### config.mk
export PLATFORM = sky130hd
export DESIGN_NAME = mio_arbiter
export DESIGN_NICKNAME = d
export VERILOG_FILES = /design/src/rtl/mio_pkg.sv /design/src/rtl/mio_timeout_ctr.sv /design/src/rtl/mio_arbiter.sv
export SDC_FILE = /design/constraint.sdc
export NUM_CORES = 1
export LEC_CHECK = 0
export ABC_AREA = 1
export BUFFER_PORTS_ARGS = -buffer_cell sky130_fd_sc_hd__buf_2
export CAP_MARGIN = 40
export CORE_UTILIZATION = 30
export CTS_CLUSTER_SIZE = 14
export DETAILED_ROUTE_END_ITERATION = 12
export PLACE_DENSITY_LB_ADDON = 0.05
export SLEW_MARGIN = 25
export SYNTH_ARGS = -nofsm -noshare
export SYNTH_HDL_FRONTEND = slang
export SYNTH_SLANG_ARGS = --single-unit
### constraint.sdc
create_clock -name clk -period 1.57 [get_ports clk]
set_input_delay 0.2355 -clock clk [delete_from_list [all_inputs] [get_ports clk]]
set_output_delay 0.2355 -clock clk [all_outputs]
set_load 0.05 [all_outputs]
### src/rtl/mio_pkg.sv
// Shared types and constants for the CPU/display memory-bus arbiter.
package mio_pkg;

  localparam int unsigned MIO_AW = 32;
  localparam int unsigned MIO_DW = 32;

  localparam logic [MIO_DW-1:0] MIO_ERR_DATA = 32'hDEAD_BEEF;

  typedef enum logic [1:0] {
    ST_IDLE     = 2'd0,
    ST_BUSY_CPU = 2'd1,
    ST_BUSY_VGA = 2'd2,
    ST_RESP     = 2'd3
  } mio_state_e;

  typedef enum logic {
    OWN_CPU = 1'b0,
    OWN_VGA = 1'b1
  } mio_owner_e;

  typedef struct packed {
    logic              we;
    logic [MIO_AW-1:0] addr;
    logic [MIO_DW-1:0] wdata;
  } mio_req_t;

endpackage

### src/rtl/mio_timeout_ctr.sv
// Transaction watchdog: clear on grant, count wait cycles, flag the terminal count.
module mio_timeout_ctr #(
  parameter int unsigned WIDTH    = 8,
  parameter int unsigned TERMINAL = 15
) (
  input  logic clk,
  input  logic reset,
  input  logic clear,
  input  logic inc,
  output logic tc_c
);

  logic [WIDTH-1:0] count_q;

  always_ff @(posedge clk or negedge reset) begin
    if (!reset) begin
      count_q <= '0;
    end else if (clear) begin
      count_q <= '0;
    end else if (inc) begin
      count_q <= count_q + WIDTH'(1);
    end
  end

  assign tc_c = (count_q == WIDTH'(TERMINAL));

endmodule

### src/rtl/mio_arbiter.sv
// Shares the memory/IO bus between the CPU and the display scanner with
// display priority, bounded display streaks and a per-transaction timeout.
module mio_arbiter
  import mio_pkg::*;
#(
  parameter int unsigned VGA_BURST = 4,
  parameter int unsigned TIMEOUT   = 16
) (
  input  logic              clk,
  input  logic              reset,
  input  logic              cpu_req,
  input  logic              cpu_we,
  input  logic [MIO_AW-1:0] cpu_addr,
  input  logic [MIO_DW-1:0] cpu_wdata,
  output logic [MIO_DW-1:0] cpu_rdata,
  output logic              cpu_ready,
  input  logic              vga_req,
  input  logic [MIO_AW-1:0] vga_addr,
  output logic [MIO_DW-1:0] vga_rdata,
  output logic              vga_ready,
  output logic              mem_req,
  output logic              mem_we,
  output logic [MIO_AW-1:0] mem_addr,
  output logic [MIO_DW-1:0] mem_wdata,
  input  logic [MIO_DW-1:0] mem_rdata,
  input  logic              mem_ack,
  output logic              bus_err,
  output logic [1:0]        state
);

  localparam int unsigned STREAK_W = 4;
  localparam int unsigned TMO_W    = 8;

  mio_state_e          state_q, state_d;
  mio_owner_e          owner_q;
  mio_req_t            req_q;
  logic [STREAK_W-1:0] streak_q;
  logic                grant_cpu_c, grant_vga_c;
  logic                done_ack_c, done_tmo_c;
  logic                tmo_inc_c, tmo_tc_c;
  logic [MIO_DW-1:0]   resp_data_c;

  mio_timeout_ctr #(
    .WIDTH    (TMO_W),
    .TERMINAL (TIMEOUT - 1)
  ) u_tmo (
    .clk   (clk),
    .reset (reset),
    .clear (grant_cpu_c | grant_vga_c),
    .inc   (tmo_inc_c),
    .tc_c  (tmo_tc_c)
  );

  always_ff @(posedge clk or negedge reset) begin
    if (!reset) begin
      state_q <= ST_IDLE;
    end else begin
      state_q <= state_d;
    end
  end

  // Grant selection and bus sequencing; CPU wins a tie only after a full display streak.
  always_comb begin
    state_d     = state_q;
    grant_cpu_c = 1'b0;
    grant_vga_c = 1'b0;
    done_ack_c  = 1'b0;
    done_tmo_c  = 1'b0;
    tmo_inc_c   = 1'b0;
    case (state_q)
      ST_IDLE: begin
        if (cpu_req && (!vga_req || streak_q == STREAK_W'(VGA_BURST))) begin
          grant_cpu_c = 1'b1;
          state_d     = ST_BUSY_CPU;
        end else if (vga_req) begin
          grant_vga_c = 1'b1;
          state_d     = ST_BUSY_VGA;
        end
      end
      ST_BUSY_CPU, ST_BUSY_VGA: begin
        if (mem_ack) begin
          done_ack_c = 1'b1;
          state_d    = ST_RESP;
        end else if (tmo_tc_c) begin
          done_tmo_c = 1'b1;
          state_d    = ST_RESP;
        end else begin
          tmo_inc_c = 1'b1;
        end
      end
      ST_RESP: state_d = ST_IDLE;
      default: state_d = ST_IDLE;
    endcase
  end

  assign resp_data_c = done_ack_c ? mem_rdata : MIO_ERR_DATA;

  // Latches, streak and registered response outputs.
  always_ff @(posedge clk or negedge reset) begin
    if (!reset) begin
      owner_q   <= OWN_CPU;
      req_q     <= '0;
      streak_q  <= '0;
      mem_req   <= 1'b0;
      cpu_rdata <= '0;
      vga_rdata <= '0;
      cpu_ready <= 1'b0;
      vga_ready <= 1'b0;
      bus_err   <= 1'b0;
    end else begin
      cpu_ready <= 1'b0;
      vga_ready <= 1'b0;
      bus_err   <= 1'b0;
      mem_req   <= (state_d == ST_BUSY_CPU) || (state_d == ST_BUSY_VGA);
      if (grant_cpu_c) begin
        owner_q     <= OWN_CPU;
        req_q.we    <= cpu_we;
        req_q.addr  <= cpu_addr;
        req_q.wdata <= cpu_wdata;
        streak_q    <= '0;
      end
      if (grant_vga_c) begin
        owner_q     <= OWN_VGA;
        req_q.we    <= 1'b0;
        req_q.addr  <= vga_addr;
        req_q.wdata <= '0;
        streak_q    <= cpu_req ? streak_q + STREAK_W'(1) : '0;
      end
      if (done_ack_c || done_tmo_c) begin
        bus_err <= done_tmo_c;
        if (owner_q == OWN_CPU) begin
          cpu_rdata <= resp_data_c;
          cpu_ready <= 1'b1;
        end else begin
          vga_rdata <= resp_data_c;
          vga_ready <= 1'b1;
        end
      end
    end
  end

  assign mem_we    = req_q.we;
  assign mem_addr  = req_q.addr;
  assign mem_wdata = req_q.wdata;
  assign state     = 2'(state_q);

endmodule
# Word level (Yosys, flattened, before mapping)
# Cells that the tools add are included.
# W data, S select, Z words.
op_classes:
  addsub: 2
  n_eq_ne: 7
  muxes: 33
  bitwise: 2
  n_reduce_logical: 11
op_table:
  columns: ["operator", "count"]
  rows:
  - ["$mux W65", 2]
  - ["$mux W32", 1]
  - ["$mux W1", 20]
  - ["$mux W8", 2]
  - ["$mux W4", 3]
  - ["$add A8 B1 Y8 const B", 1]
  - ["$eq A8 B4 Y1 const B", 1]
  - ["$mux W2", 4]
  - ["$eq A2 B2 Y1 const B", 3]
  - ["$pmux W2 S3", 1]
  - ["$add A4 B1 Y4 const B", 1]
  - ["$eq A2 B1 Y1 const B", 2]
  - ["$eq A4 B3 Y1 const B", 1]
  - ["$reduce_and A2 Y1", 2]
  - ["$reduce_bool A2 Y1", 2]
  - ["$logic_or A1 B1 Y1", 3]
  - ["$logic_not A2 Y1", 1]
  - ["$reduce_or A2 Y1", 1]
  - ["$logic_and A1 B1 Y1", 1]
  - ["$logic_not A1 Y1", 1]
  - ["$not A1 Y1", 1]
  - ["$or A1 B1 Y1", 1]
word_totals:
  regBits: 148
  input_bits: 134
  out_inout_bits: 135
  wordCells: 68

# Logic depth before layout (Yosys ltp)
# Gate-level depths: netlist of run 1.
logic_depth:
  depth_word: 7
  mapped_depth: 11
  depth_no_buf: 10

# Hierarchy
# Synthesis of run 1 repeated with hierarchy kept, for this count alone.
hier_totals:
  cells_unflattened: 830
  hier_area_um2: 6638.9
by_module_without_submodules:
  columns: ["mod", "instances", "cells_per_inst", "area_each_um2", "seq_area_each_um2"]
  rows:
  - ["mio_arbiter", 1, 767, 6199.7, 3503.4]
  - ["mio_timeout_ctr", 1, 63, 439.2, 200.2]

# Worst setup path after synthesis of run 1
# Ideal clock, no wire load.
synth_path:
  path_kind: "reg2reg"
  from: "register state_q[1], in the netlist state[1]"
  to: "register cpu_rdata[0]"
  setup_ns: 0.118
  arrival_time_ns: 1.838
  required_ns: 1.452
  setup_slack_ns: -0.385
  path_stages_with_launch: 8
  n_path_buf: 1
  synth_period_minus_slack_ns: 1.955
  cell_sequence: "dfrtp_1 inv_1 ha_1 nand2_1 clkbuf_1 or2_2 nand2_1 nand2_1"
synth_via:
  elab_chain_len: 5
  elab_cells_between_ends: 8
  classes_between: "eq/ne: 2; mux: 3; reduce/logical: 3"
synth_lines:
  columns: ["item", "line_no", "text"]
  rows:
  - ["start: declaration", "mio_arbiter.sv:34", "mio_state_e state_q, state_d;"]
  - ["start signal: assignment", "mio_arbiter.sv:58", "state_q <= state_d;"]
  - ["$eq A2 B1 Y1 / $eq A2 B2 Y1 (equally long branches)", "mio_arbiter.sv:70", "case (state_q)"]
  - ["$reduce_or A2 Y1 *", "mio_arbiter.sv:70", null]
  - ["$mux W1", "mio_arbiter.sv:70", null]
  - ["$logic_or A1 B1 Y1", "mio_arbiter.sv:129", "if (done_ack_c || done_tmo_c) begin"]
  - ["$reduce_and A2 Y1 (no line)", null, null]
  - ["end signal: assignment", "mio_arbiter.sv:132", "cpu_rdata <= resp_data_c;"]
  - ["end: declaration", "mio_arbiter.sv:15", "output logic [MIO_DW-1:0] cpu_rdata,"]
# Every way passes the cells marked *; elsewhere a longest branch is shown, timed or not.
# A chain may end at the register's enable or synchronous reset.

# Final worst setup path of run 1
layout_path:
  from: "register u_tmo.count_q[0]"
  to: "register cpu_rdata[20]"
layout_via:
  elab_chain_len: 6
layout_lines:
  columns: ["item", "line_no", "text"]
  rows:
  - ["start: declaration", "mio_timeout_ctr.sv:13", "logic [WIDTH-1:0] count_q;"]
  - ["start signal: assignment", "mio_timeout_ctr.sv:21", "count_q <= count_q + WIDTH'(1);"]
  - ["$eq A8 B4 Y1", "mio_timeout_ctr.sv:25", "assign tc_c = (count_q == WIDTH'(TERMINAL));"]
  - ["$mux W1", "mio_arbiter.sv:84", "end else if (tmo_tc_c) begin"]
  - ["$mux W1", "mio_arbiter.sv:81", "if (mem_ack) begin"]
  - ["$mux W1", "mio_arbiter.sv:70", null]
  - ["$logic_or A1 B1 Y1", "mio_arbiter.sv:129", null]
  - ["$reduce_and A2 Y1 (no line)", null, null]
# No other way between the ends.

==> flow_metrics.tcl, run 1 <==
set metrics [dict create \
    drc_errors 0 \
    cts_max_path_buffers 2 \
    min_period_over_period 1.00 \
    cts_buffers 17 \
    endpoint_kind "flop" \
    hpwl_um 12500 \
    ant_nets 0 \
    netlist_area_mm2 0.00636 \
    outcome "complete, but fails checks" \
    cp_max_fo 6 \
    p_leak_nw 4.95 \
    timing.fmax_ghz 0.634 \
    hold_viol 0 \
    worstMarginPinSlew_ns 0.383 \
    die_y_um 148 \
    drive_above_1_share 0.427 \
    clock_skew_ns 0.0132 \
    routed_wl_um 19900 \
    ys_ff_latch 148 \
    io_buffers 268 \
    fin_cells 1320 \
    syn-num-nets 866 \
    period_needed_ns 1.58 \
    diodes 0 \
    required_ns 1.87 \
    area_growth_pct 49.4 \
    yosysWarnings 0 \
    start_kind "flop" \
    place_congestion 0.745 \
    critical_path_arrival_ns 1.88 \
    wl_per_cell_um 15.1 \
    finalCoreUtilization 0.464 \
    timing_worst_setup_path_type "reg2reg" \
    antenna_found_initial 0 \
    slew-limit-headroom 0.745 \
    cts_num_sinks 148 \
    fin_nets 1175 \
    setup_ws_ns -0.00698 \
    drv_slew 0 \
    track_usage 0.171 \
    postSynthCellCount 728 \
    drt_first_pass_iters 4 \
    viasPerCell 4.46 \
    grt_first_pass_wirelength_um 29500 \
    die_area_mm2 0.0218 \
    hold_class "in2reg" \
    vdd_drop_max_mv 1.03 \
    first_iter_violations 178 \
    start_util 0.310 \
    placedCellCount 1259 \
    rsz0062_at_grt "yes" \
    violations "setup timing" \
    grt-ovfl-total 0 \
    grt_pass1_vias 5774 \
    drv_cap 0 \
    syn_avg_cell_area_um2 8.74 \
    root_buffer "clkbuf_16" \
    via_count 5886 \
    cts_tree "done" \
    io_pins 269 \
    rows 52 \
    core-area_mm2 0.0205 \
    fillers 2110 \
    die_w_um 148 \
    cts.reportedPaths.clkPinSlew_ns 0.07 \
    setup_violations 5 \
    cts-htree-levels 4 \
    yosysSeqAreaShare 0.582 \
    synth_cell_types 33 \
    grt_max_degree 43 \
    clk_latency_ns 0.42 \
    p_per_area_mw_per_mm2 2550 \
]
[worst max-delay path, stage by stage (launching register included)]
cell and delay [ns]:
dfrtp_1 0.36, ha_2 0.19, nand2_2 0.07, nor2_4 0.11, nand3_2 0.11, nand2_4 0.14
nand3_4 0.16, clkbuf_16 0.21, nand2_2 0.05, o21ai_1 0.05
[logic make-up after synthesis]
logic type               share of synthesized area
XOR/XNOR                                   0.00551
adder cells (fa/ha/maj)                    0.00787
flip-flops                                   0.582
AND/OR/NAND/NOR                              0.237
AO/OA/AOI/OAI                                0.103
buffers and inverters                       0.0641
[stage by stage]
| stage | cell area, um2 | total power [mW] | hold WS, ns | setup slack (ns) | TNS, ns |
|---|---|---|---|---|---|
| 2_1_floorplan | 6410 | 15.5 | -0.0601 | -0.0416 | -1.55 |
| 3_3_place_gp | 8240 | 18.8 | 0.180 | 0.0238 | 0 |
| 3_5_place_dp | 8240 | 18.8 | 0.172 | -0.0454 | -0.496 |
| 4_1_cts | 8850 | 23.1 | 0.0272 | 0.00359 | 0 |
| 5_1_grt | 9500 | 25.7 | 0.0346 | -0.0951 | -6.09 |
| 6_report | 9500 | 24.3 | 0.0432 | -0.00698 | -0.0135 |
[path summary, 6_finish.rpt]
path | startpoint | end | slack, ns | depth (start not counted)
hold reg to reg | vga_rdata[31] | vga_rdata[31] | 0.47 | 2
min in group asynchronous | reset | vga_rdata[14] | 0.29 | 2
hold / removal | cpu_wdata[12] | mem_wdata[12] | 0.04 | 3
max in group asynchronous | reset | streak_q[1] | 0.71 | 3
setup / recovery | u_tmo.count_q[0] | cpu_rdata[20] | -0.007 | 9
setup reg to reg | u_tmo.count_q[0] | cpu_rdata[20] | -0.007 | 9
[placed cells by master (no fill, tap or decap), types with 4 or more instances in the layout]
master     synthesis  layout
nor2_4             2       4
nand2_4            1       4
inv_6              0       5
clkbuf_16          0      28
buf_12             0      15
nand3_4            2       5
buf_4              3      20
dfrtp_1          148     146
o21ai_1           16      59
o21ai_2            0      10
nand3_1           14      13
inv_1             49      46
buf_2             15     267
or2_2             25      24
buf_6              5       9
nand2_1          265     234
nor2_1            37      36
o21ai_0           73      20
a21oi_1           33      32
nand2_2            2      30
[power by group]
part | switching, mW | internal, mW | leakage (nW) | total, mW
Clock | 1.70 | 2.42 | 0.279 | 4.11
Combinational | 9.78 | 3.84 | 2.84 | 13.6
Sequential | 1.00 | 5.52 | 1.84 | 6.53
Total | 12.5 | 11.8 | 4.95 | 24.3
[final cells by class]
type / instances / area (um2) / area share
inverter: 53 / 219 / 0.0230
clock buffer: 20 / 447 / 0.0470
timing repair inverter: 1 / 16.3 / 0.00171
multi-input combinational: 493 / 2460 / 0.259
clock inverter: 12 / 144 / 0.0151
sequential: 148 / 3710 / 0.390
timing repair buffer: 323 / 2170 / 0.229
tap: 270 / 338 / 0.0356
[state kept, by name (all words and copies together) (netlist names)]
name,count
bus_err,1
cpu_rdata,32
cpu_ready,1
mem_addr,32
mem_req,1
mem_wdata,32
mem_we,1
owner_q,1
state,2
streak_q,4
u_tmo.count_q,8
vga_rdata,32
vga_ready,1
[repair_timing]
action,in CTS,in global routing
hold endpoints to repair,30,0
cloned,0,16
gates resized for setup,4,110
pin swaps,0,16
buffers inserted,0,12
setup endpoints to repair,30,125
hold buffers,1,0
[routing by layer]
layer	global-route usage	vias to the layer above	part of all wire
li1	-	2928	-
met1	0.220	2763	0.45
met2	0.273	184	0.47
met3	0.0614	11	0.070
met4	0.0402	0	0.0067
met5	0	-	0
[synthesized netlist by cell type]
master / instances / area, um2
buf_2: 15 / 75.1
clkbuf_1: 11 / 41.3
dfrtp_1: 148 / 3700
nand2_1: 265 / 995
nand3_4: 2 / 35.0
nand3_1: 14 / 70.1
ha_1: 4 / 50.1
xor2_1: 3 / 26.3
buf_4: 3 / 22.5
buf_6: 5 / 56.3
a21oi_1: 33 / 165
or2_2: 25 / 156
inv_2: 2 / 7.51
nand3b_1: 1 / 7.51
o22ai_1: 1 / 6.26
o21bai_1: 1 / 7.51
nand3_2: 3 / 30.0
nor2_1: 37 / 139
clkbuf_2: 2 / 10.0
nor2_4: 2 / 22.5
clkinv_2: 1 / 5.00
xnor2_1: 1 / 8.76
o21ai_1: 16 / 80.1
o21ai_0: 73 / 365
nor2_2: 1 / 6.26
a21oi_4: 1 / 16.3
inv_4: 1 / 6.26
inv_1: 49 / 184
nand2_4: 1 / 11.3
nand4_1: 2 / 12.5
nand2_2: 2 / 12.5
o21ai_4: 1 / 16.3
nor3_1: 2 / 10.0
Power figures use the tool's default switching activity.
==> run 2, diff against run 1 <==
Settings changed: SYNTH_HIERARCHICAL set to 1.
==> run 2 against run 1 <==
Effect of this change:
- the run still ends with setup timing left
- design area is 2.6% higher
- core utilization is 1.6 points lower
- global-route usage is 0.66 points higher
- register-to-register slack worse by 0.07 ns
- via count is 4.8% higher
- critical path type unchanged
- largest cell class unchanged
- highest routed layer unchanged
==> flow_metrics.tcl, run 2 <==
set metrics [dict create \
    die_w_um 151 \
    worstMarginPinSlew_ns 0.326 \
    synth_cell_types 25 \
    critical_path_arrival_ns 1.99 \
    synth_top_cell_area_share 0.558 \
    ff_latch_area_mm2 0.00371 \
    final_common_cell "nand2_1" \
    placed_area_mm2 0.00862 \
    cts_buffers 17 \
    slowest_delay_ns 0.42 \
    timing.fmax_ghz 0.608 \
    ant_nets 0 \
    crit-reg2reg-launch "u_tmo/count_q[0]" \
    fin_nets 1282 \
    required_ns 1.91 \
    yosysSeqAreaShare 0.558 \
    p_leak_nw 5.55 \
    hp-start "cpu_wdata[2]" \
    io_pins 269 \
    setup_violations 58 \
    clk_latency_ns 0.42 \
    synth_ff_type "dfrtp_1" \
    timing.hold.ws_ns 0.0458 \
    place_congestion 0.758 \
    synth.most_common_cell "nand2_1" \
    drt_first_pass_iters 4 \
    postSynthCellCount 830 \
    cts.reportedPaths.clkPinSlew_ns 0.06 \
    setup_ws_ns -0.0738 \
    wl_per_cell_um 13.9 \
    grt_max_degree 58 \
    syn_avg_cell_area_um2 8.00 \
    yosysWarnings 6 \
    hold_class "in2reg" \
    area_growth_pct 46.8 \
    drv_slew 0 \
    die_area_mm2 0.0227 \
    min_period_over_period 1.05 \
    core-area_mm2 0.0218 \
    endpoint_kind "flop" \
    synthTopCellsByArea "dfrtp_1, nand2_1, inv_1" \
    p_per_area_mw_per_mm2 2460 \
    period_needed_ns 1.64 \
    p_total_mw 23.9 \
    crit_family "simple AND/OR/NAND/NOR gates" \
    drv_cap 0 \
    r2r_setup_slack_ns -0.07 \
    fillers 2245 \
    worstReg2RegEnd "u_tmo/count_q[5]" \
    viasPerCell 4.29 \
    crit_chain "ha_4 -> nand3_4 -> nor2_4 -> buf_12 -> nor3_4 -> inv_2 -> nand2_4 -> nand3_4 -> nand2_1 -> nand2_1 -> nor2_2" \
    die_y_um 151 \
    grt-ovfl-total 0 \
    hpwl_um 13700 \
    cts_max_path_buffers 2 \
    first_iter_violations 169 \
    track_usage 0.177 \
    r2r_cells 11 \
    final_area_mm2 0.00975 \
    cts_tree "done" \
    timing_worst_setup_path_type "reg2reg" \
    async_flop_share 1.00 \
    clock_skew_ns 0.0140 \
    critical_path_buf_inv_count 2 \
    rows 54 \
    synth_edf_count 0 \
    cts-htree-levels 4 \
    netlist_area_mm2 0.00664 \
    cp_max_fo 3 \
    outcome "complete, but fails checks" \
    grt_first_pass_wirelength_um 31300 \
    cp_slowest_cell "dfrtp_1" \
    cts_num_sinks 148 \
    io_buffers 268 \
    multi_input_comb_area_mm2 0.00248 \
    root_buffer "clkbuf_16" \
    worstHoldEndpoint "mem_wdata[2]" \
    holdPathStages 3 \
    syn-num-nets 968 \
    start_kind "flop" \
    yosysTopAreaCell "dfrtp_1" \
    rsz0062_at_grt "yes" \
    grt_pass1_vias 6196 \
    hold_viol 0 \
    final_cell_mix "nand2_1, buf_2, dfrtp_1" \
    drive_above_1_share 0.355 \
    vdd_drop_max_mv 1.05 \
    synth_common_cells "nand2_1, dfrtp_1, inv_1, nand3_1, o21ai_0" \
    via_count 6168 \
    fin_setup_tns_ns -1.50 \
    ys_ff_latch 148 \
    routed_wl_um 19900 \
    drc_errors 0 \
    slew-limit-headroom 0.782 \
    start_util 0.305 \
    violations "setup timing" \
    antenna_found_initial 1 \
]
run 2: worst max path at each step:
stage                startpoint                to  slack [ns]  depth (start not counted)
2_1_floorplan          state[1]  u_tmo/count_q[6]       -0.03                          9
3_3_place_gp   u_tmo/count_q[1]     vga_rdata[30]       -0.18                          9
3_5_place_dp   u_tmo/count_q[0]     vga_rdata[27]       -0.28                          9
4_1_cts        u_tmo/count_q[5]     cpu_rdata[18]       -0.04                         10
5_1_grt        u_tmo/count_q[0]  u_tmo/count_q[6]       -0.16                         11
6_report       u_tmo/count_q[0]  u_tmo/count_q[5]       -0.07                         11
run 2: report_power, final:
part | leakage, nW | internal (mW) | switching, mW
Combinational | 3.42 | 3.73 | 9.84
Clock | 0.268 | 2.11 | 1.79
Sequential | 1.87 | 5.52 | 0.937
run 2: worst reg2reg max path, stage by stage (launching register included):
cell	delay, ns
dfrtp_1	0.42
ha_4	0.19
nand3_4	0.09
nor2_4	0.06
buf_12	0.12
nor3_4	0.23
inv_2	0.08
nand2_4	0.09
nand3_4	0.08
nand2_1	0.07
nand2_1	0.06
nor2_2	0.09
run 2: area by class of cell:
cell class	count	area share
Sequential cell	148	0.380
Multi-Input combinational cell	528	0.254
Timing Repair Buffer	331	0.224
Inverter	118	0.0475
Clock buffer	18	0.0451
Tap cell	280	0.0359
Clock inverter	14	0.0123
Antenna cell	1	0.000257
run 2: cell families after synthesis:
family	Yosys count	share of synthesized area
AND/OR/NAND/NOR	463	0.289
AO/OA/AOI/OAI	59	0.0454
adder cells (fa/ha/maj)	4	0.00754
flip-flops	148	0.558
XOR/XNOR	2	0.00264
buffers and inverters	154	0.0972
run 2: layer usage:
metal	GRT usage	part of all wire	vias up
li1	-	-	3146
met1	0.221	0.45	2808
met2	0.286	0.46	198
met3	0.0661	0.084	16
met4	0.0485	0.011	0
met5	0	0	-
run 2: through the flow:
stage,worst slack [ns],utilization,std cells
after floorplan,-0.0318,-,830
after global placement,-0.182,0.396,1381
after detailed placement,-0.283,0.396,1381
after CTS,-0.0429,0.437,1429
after global routing,-0.156,0.448,1437
final,-0.0738,0.448,1438
run 2: what timing repair did:
item                                   4_1_cts  5_1_grt
pin swaps                                   10       15
hold buffers                                 1        0
cloned                                       3        4
buffers inserted                            13        5
gates resized for setup                     34       27
endpoints found under the hold margin      148        0
setup endpoints to repair                   72      107
==> run 3, diff against run 2 <==
Settings changed: PLACE_DENSITY set to 0.67, PLACE_DENSITY_LB_ADDON 0.05 to not set.
==> run 3 against run 2 <==
Effect of this change:
- the flow still finishes with violations (setup timing)
- clock skew is 0.0051 ns lower
- largest power group unchanged
- setup slack better by 0.025 ns
- critical path depth unchanged
- largest cell class unchanged
- first-iteration DRC count is 27% higher
- clock power up 9.5%
- combinational power barely moved
- sequential power barely moved
- design area fell by 0.49%
==> flow_metrics.tcl, run 3 (same netlist as run 2, synthesis figures left out) <==
set metrics [dict create \
    die_w_um 151 \
    drt_first_pass_iters 4 \
    grt_first_pass_wirelength_um 31000 \
    r2r_setup_slack_ns -0.05 \
    routed_wl_um 20600 \
    grt_pass1_vias 6167 \
    grt-ovfl-total 0 \
    drv_cap 0 \
    critical_path_arrival_ns 1.96 \
    slew-limit-headroom 0.719 \
    endpoint_kind "flop" \
    timing.fmax_ghz 0.618 \
    root_buffer "clkbuf_16" \
    required_ns 1.91 \
    rsz0062_at_grt "yes" \
    start_kind "flop" \
    final_area_mm2 0.00970 \
    timing_worst_setup_path_type "reg2reg" \
    drv_slew 0 \
    cts_buffers 17 \
    r2r_cells 11 \
    crit_family "simple AND/OR/NAND/NOR gates" \
    setup_ws_ns -0.0491 \
    first_iter_violations 214 \
    antenna_found_initial 0 \
    cts-htree-levels 4 \
    timing.hold.ws_ns 0.0474 \
    setup_violations 3 \
    cts_num_sinks 148 \
    place_congestion 0.798 \
    cts.reportedPaths.clkPinSlew_ns 0.07 \
    cp_common_cell "nand3_4" \
    ant_nets 0 \
    diodes 0 \
    period_needed_ns 1.62 \
    cp_slowest_cell "dfrtp_1" \
    setup.worst_path.start "u_tmo/count_q[0]" \
    core-area_mm2 0.0218 \
    crit-reg2reg-launch "u_tmo/count_q[0]" \
    wl_per_cell_um 14.4 \
    drc_errors 0 \
    critPathCapture "u_tmo/count_q[5]" \
    vdd_drop_max_mv 1.27 \
    outcome "complete, but fails checks" \
    rows 54 \
    critical_path_buf_inv_count 2 \
    cts_tree "done" \
    viasPerCell 4.52 \
    hpwl_um 13900 \
    final_cell_mix "nand2_1, buf_2, dfrtp_1" \
    hold_viol 0 \
    fin_nets 1274 \
    worstMarginPinSlew_ns 0.422 \
    cts_max_path_buffers 2 \
    slowest_delay_ns 0.41 \
    die_area_mm2 0.0227 \
    critical_path_depth 11 \
    io_pins 269 \
    cp_max_fo 3 \
    final_common_cell "nand2_1" \
    clk_latency_ns 0.41 \
    clock_skew_ns 0.00891 \
    violations "setup timing" \
    fillers 2180 \
    via_count 6453 \
    area_growth_pct 46.1 \
    die_y_um 151 \
    drive_above_1_share 0.359 \
    start_util 0.305 \
    hold_class "in2reg" \
    p_leak_nw 5.55 \
    worstReg2RegEnd "u_tmo/count_q[5]" \
    min_period_over_period 1.03 \
    io_buffers 268 \
    crit_chain "ha_4 -> nand3_4 -> nor2_4 -> buf_6 -> nor3_4 -> inv_2 -> nand2_4 -> nand3_4 -> nand2_2 -> nand2_1 -> nor2_1" \
    placed_area_mm2 0.00857 \
    track_usage 0.177 \
    grt_max_degree 68 \
    p_per_area_mw_per_mm2 2500 \
]
[run 3: metrics by stage]
stage	power (mW)	TNS, ns	setup WS [ns]	instances	utilization
after detailed placement	19.1	-11.32	-0.245	1378	0.394
after floorplan	15.7	-1.34	-0.0318	830	-
after global routing	25.7	-4.13	-0.114	1429	0.446
after global placement	18.9	-7.38	-0.166	1378	0.394
after CTS	24.0	0	0.00329	1423	0.433
final	24.2	-0.0977	-0.0491	1429	0.446
[run 3: worst min-delay path: cells and delay by family]
family	cells	cell delay (ns)
buffers and inverters	2	0.13
AOI/OAI and AO/OA	1	0.05
[run 3: final cells by class]
class	count	area, um2	area share
timing repair buffer	322	2050	0.211
clock buffer	17	425	0.0439
timing repair inverter	1	11.3	0.00116
tap	280	350	0.0361
clock inverter	15	184	0.0190
sequential	148	3710	0.382
inverter	118	467	0.0481
multi-input combinational	528	2500	0.258
[run 3: what timing repair did]
action                                 CTS  global route
buffers inserted                         8             4
pin swaps                               10            12
gates cloned                             4             4
endpoints found under the hold margin   33             0
setup endpoints to repair               85           107
hold buffers                             1             0
gates resized for setup                 26            47
[run 3: worst min-delay path by stage]
stage	startpoint	end	slack, ns	depth (start not counted)
after detailed placement	reset	vga_rdata[29]	0.19	1
after global placement	reset	vga_rdata[29]	0.19	1
after floorplan	reset	bus_err	-0.06	0
after global routing	cpu_wdata[27]	mem_wdata[27]	0.05	3
after CTS	cpu_wdata[2]	mem_wdata[2]	0.02	3
final	cpu_wdata[2]	mem_wdata[2]	0.05	3
[run 3: routing by layer]
| layer | wire (um) | GRT usage | up-vias |
|---|---|---|---|
| li1 | - | - | 3133 |
| met2 | 9880 | 0.303 | 244 |
| met4 | 330 | 0.0480 | 0 |
| met5 | 0 | 0 | - |
| met3 | 1450 | 0.0458 | 22 |
| met1 | 8930 | 0.220 | 3054 |
[run 3: power breakdown]
part / internal (mW) / switching (mW)
logic: 3.56 / 9.91
clock network: 2.43 / 1.84
registers: 5.52 / 0.957
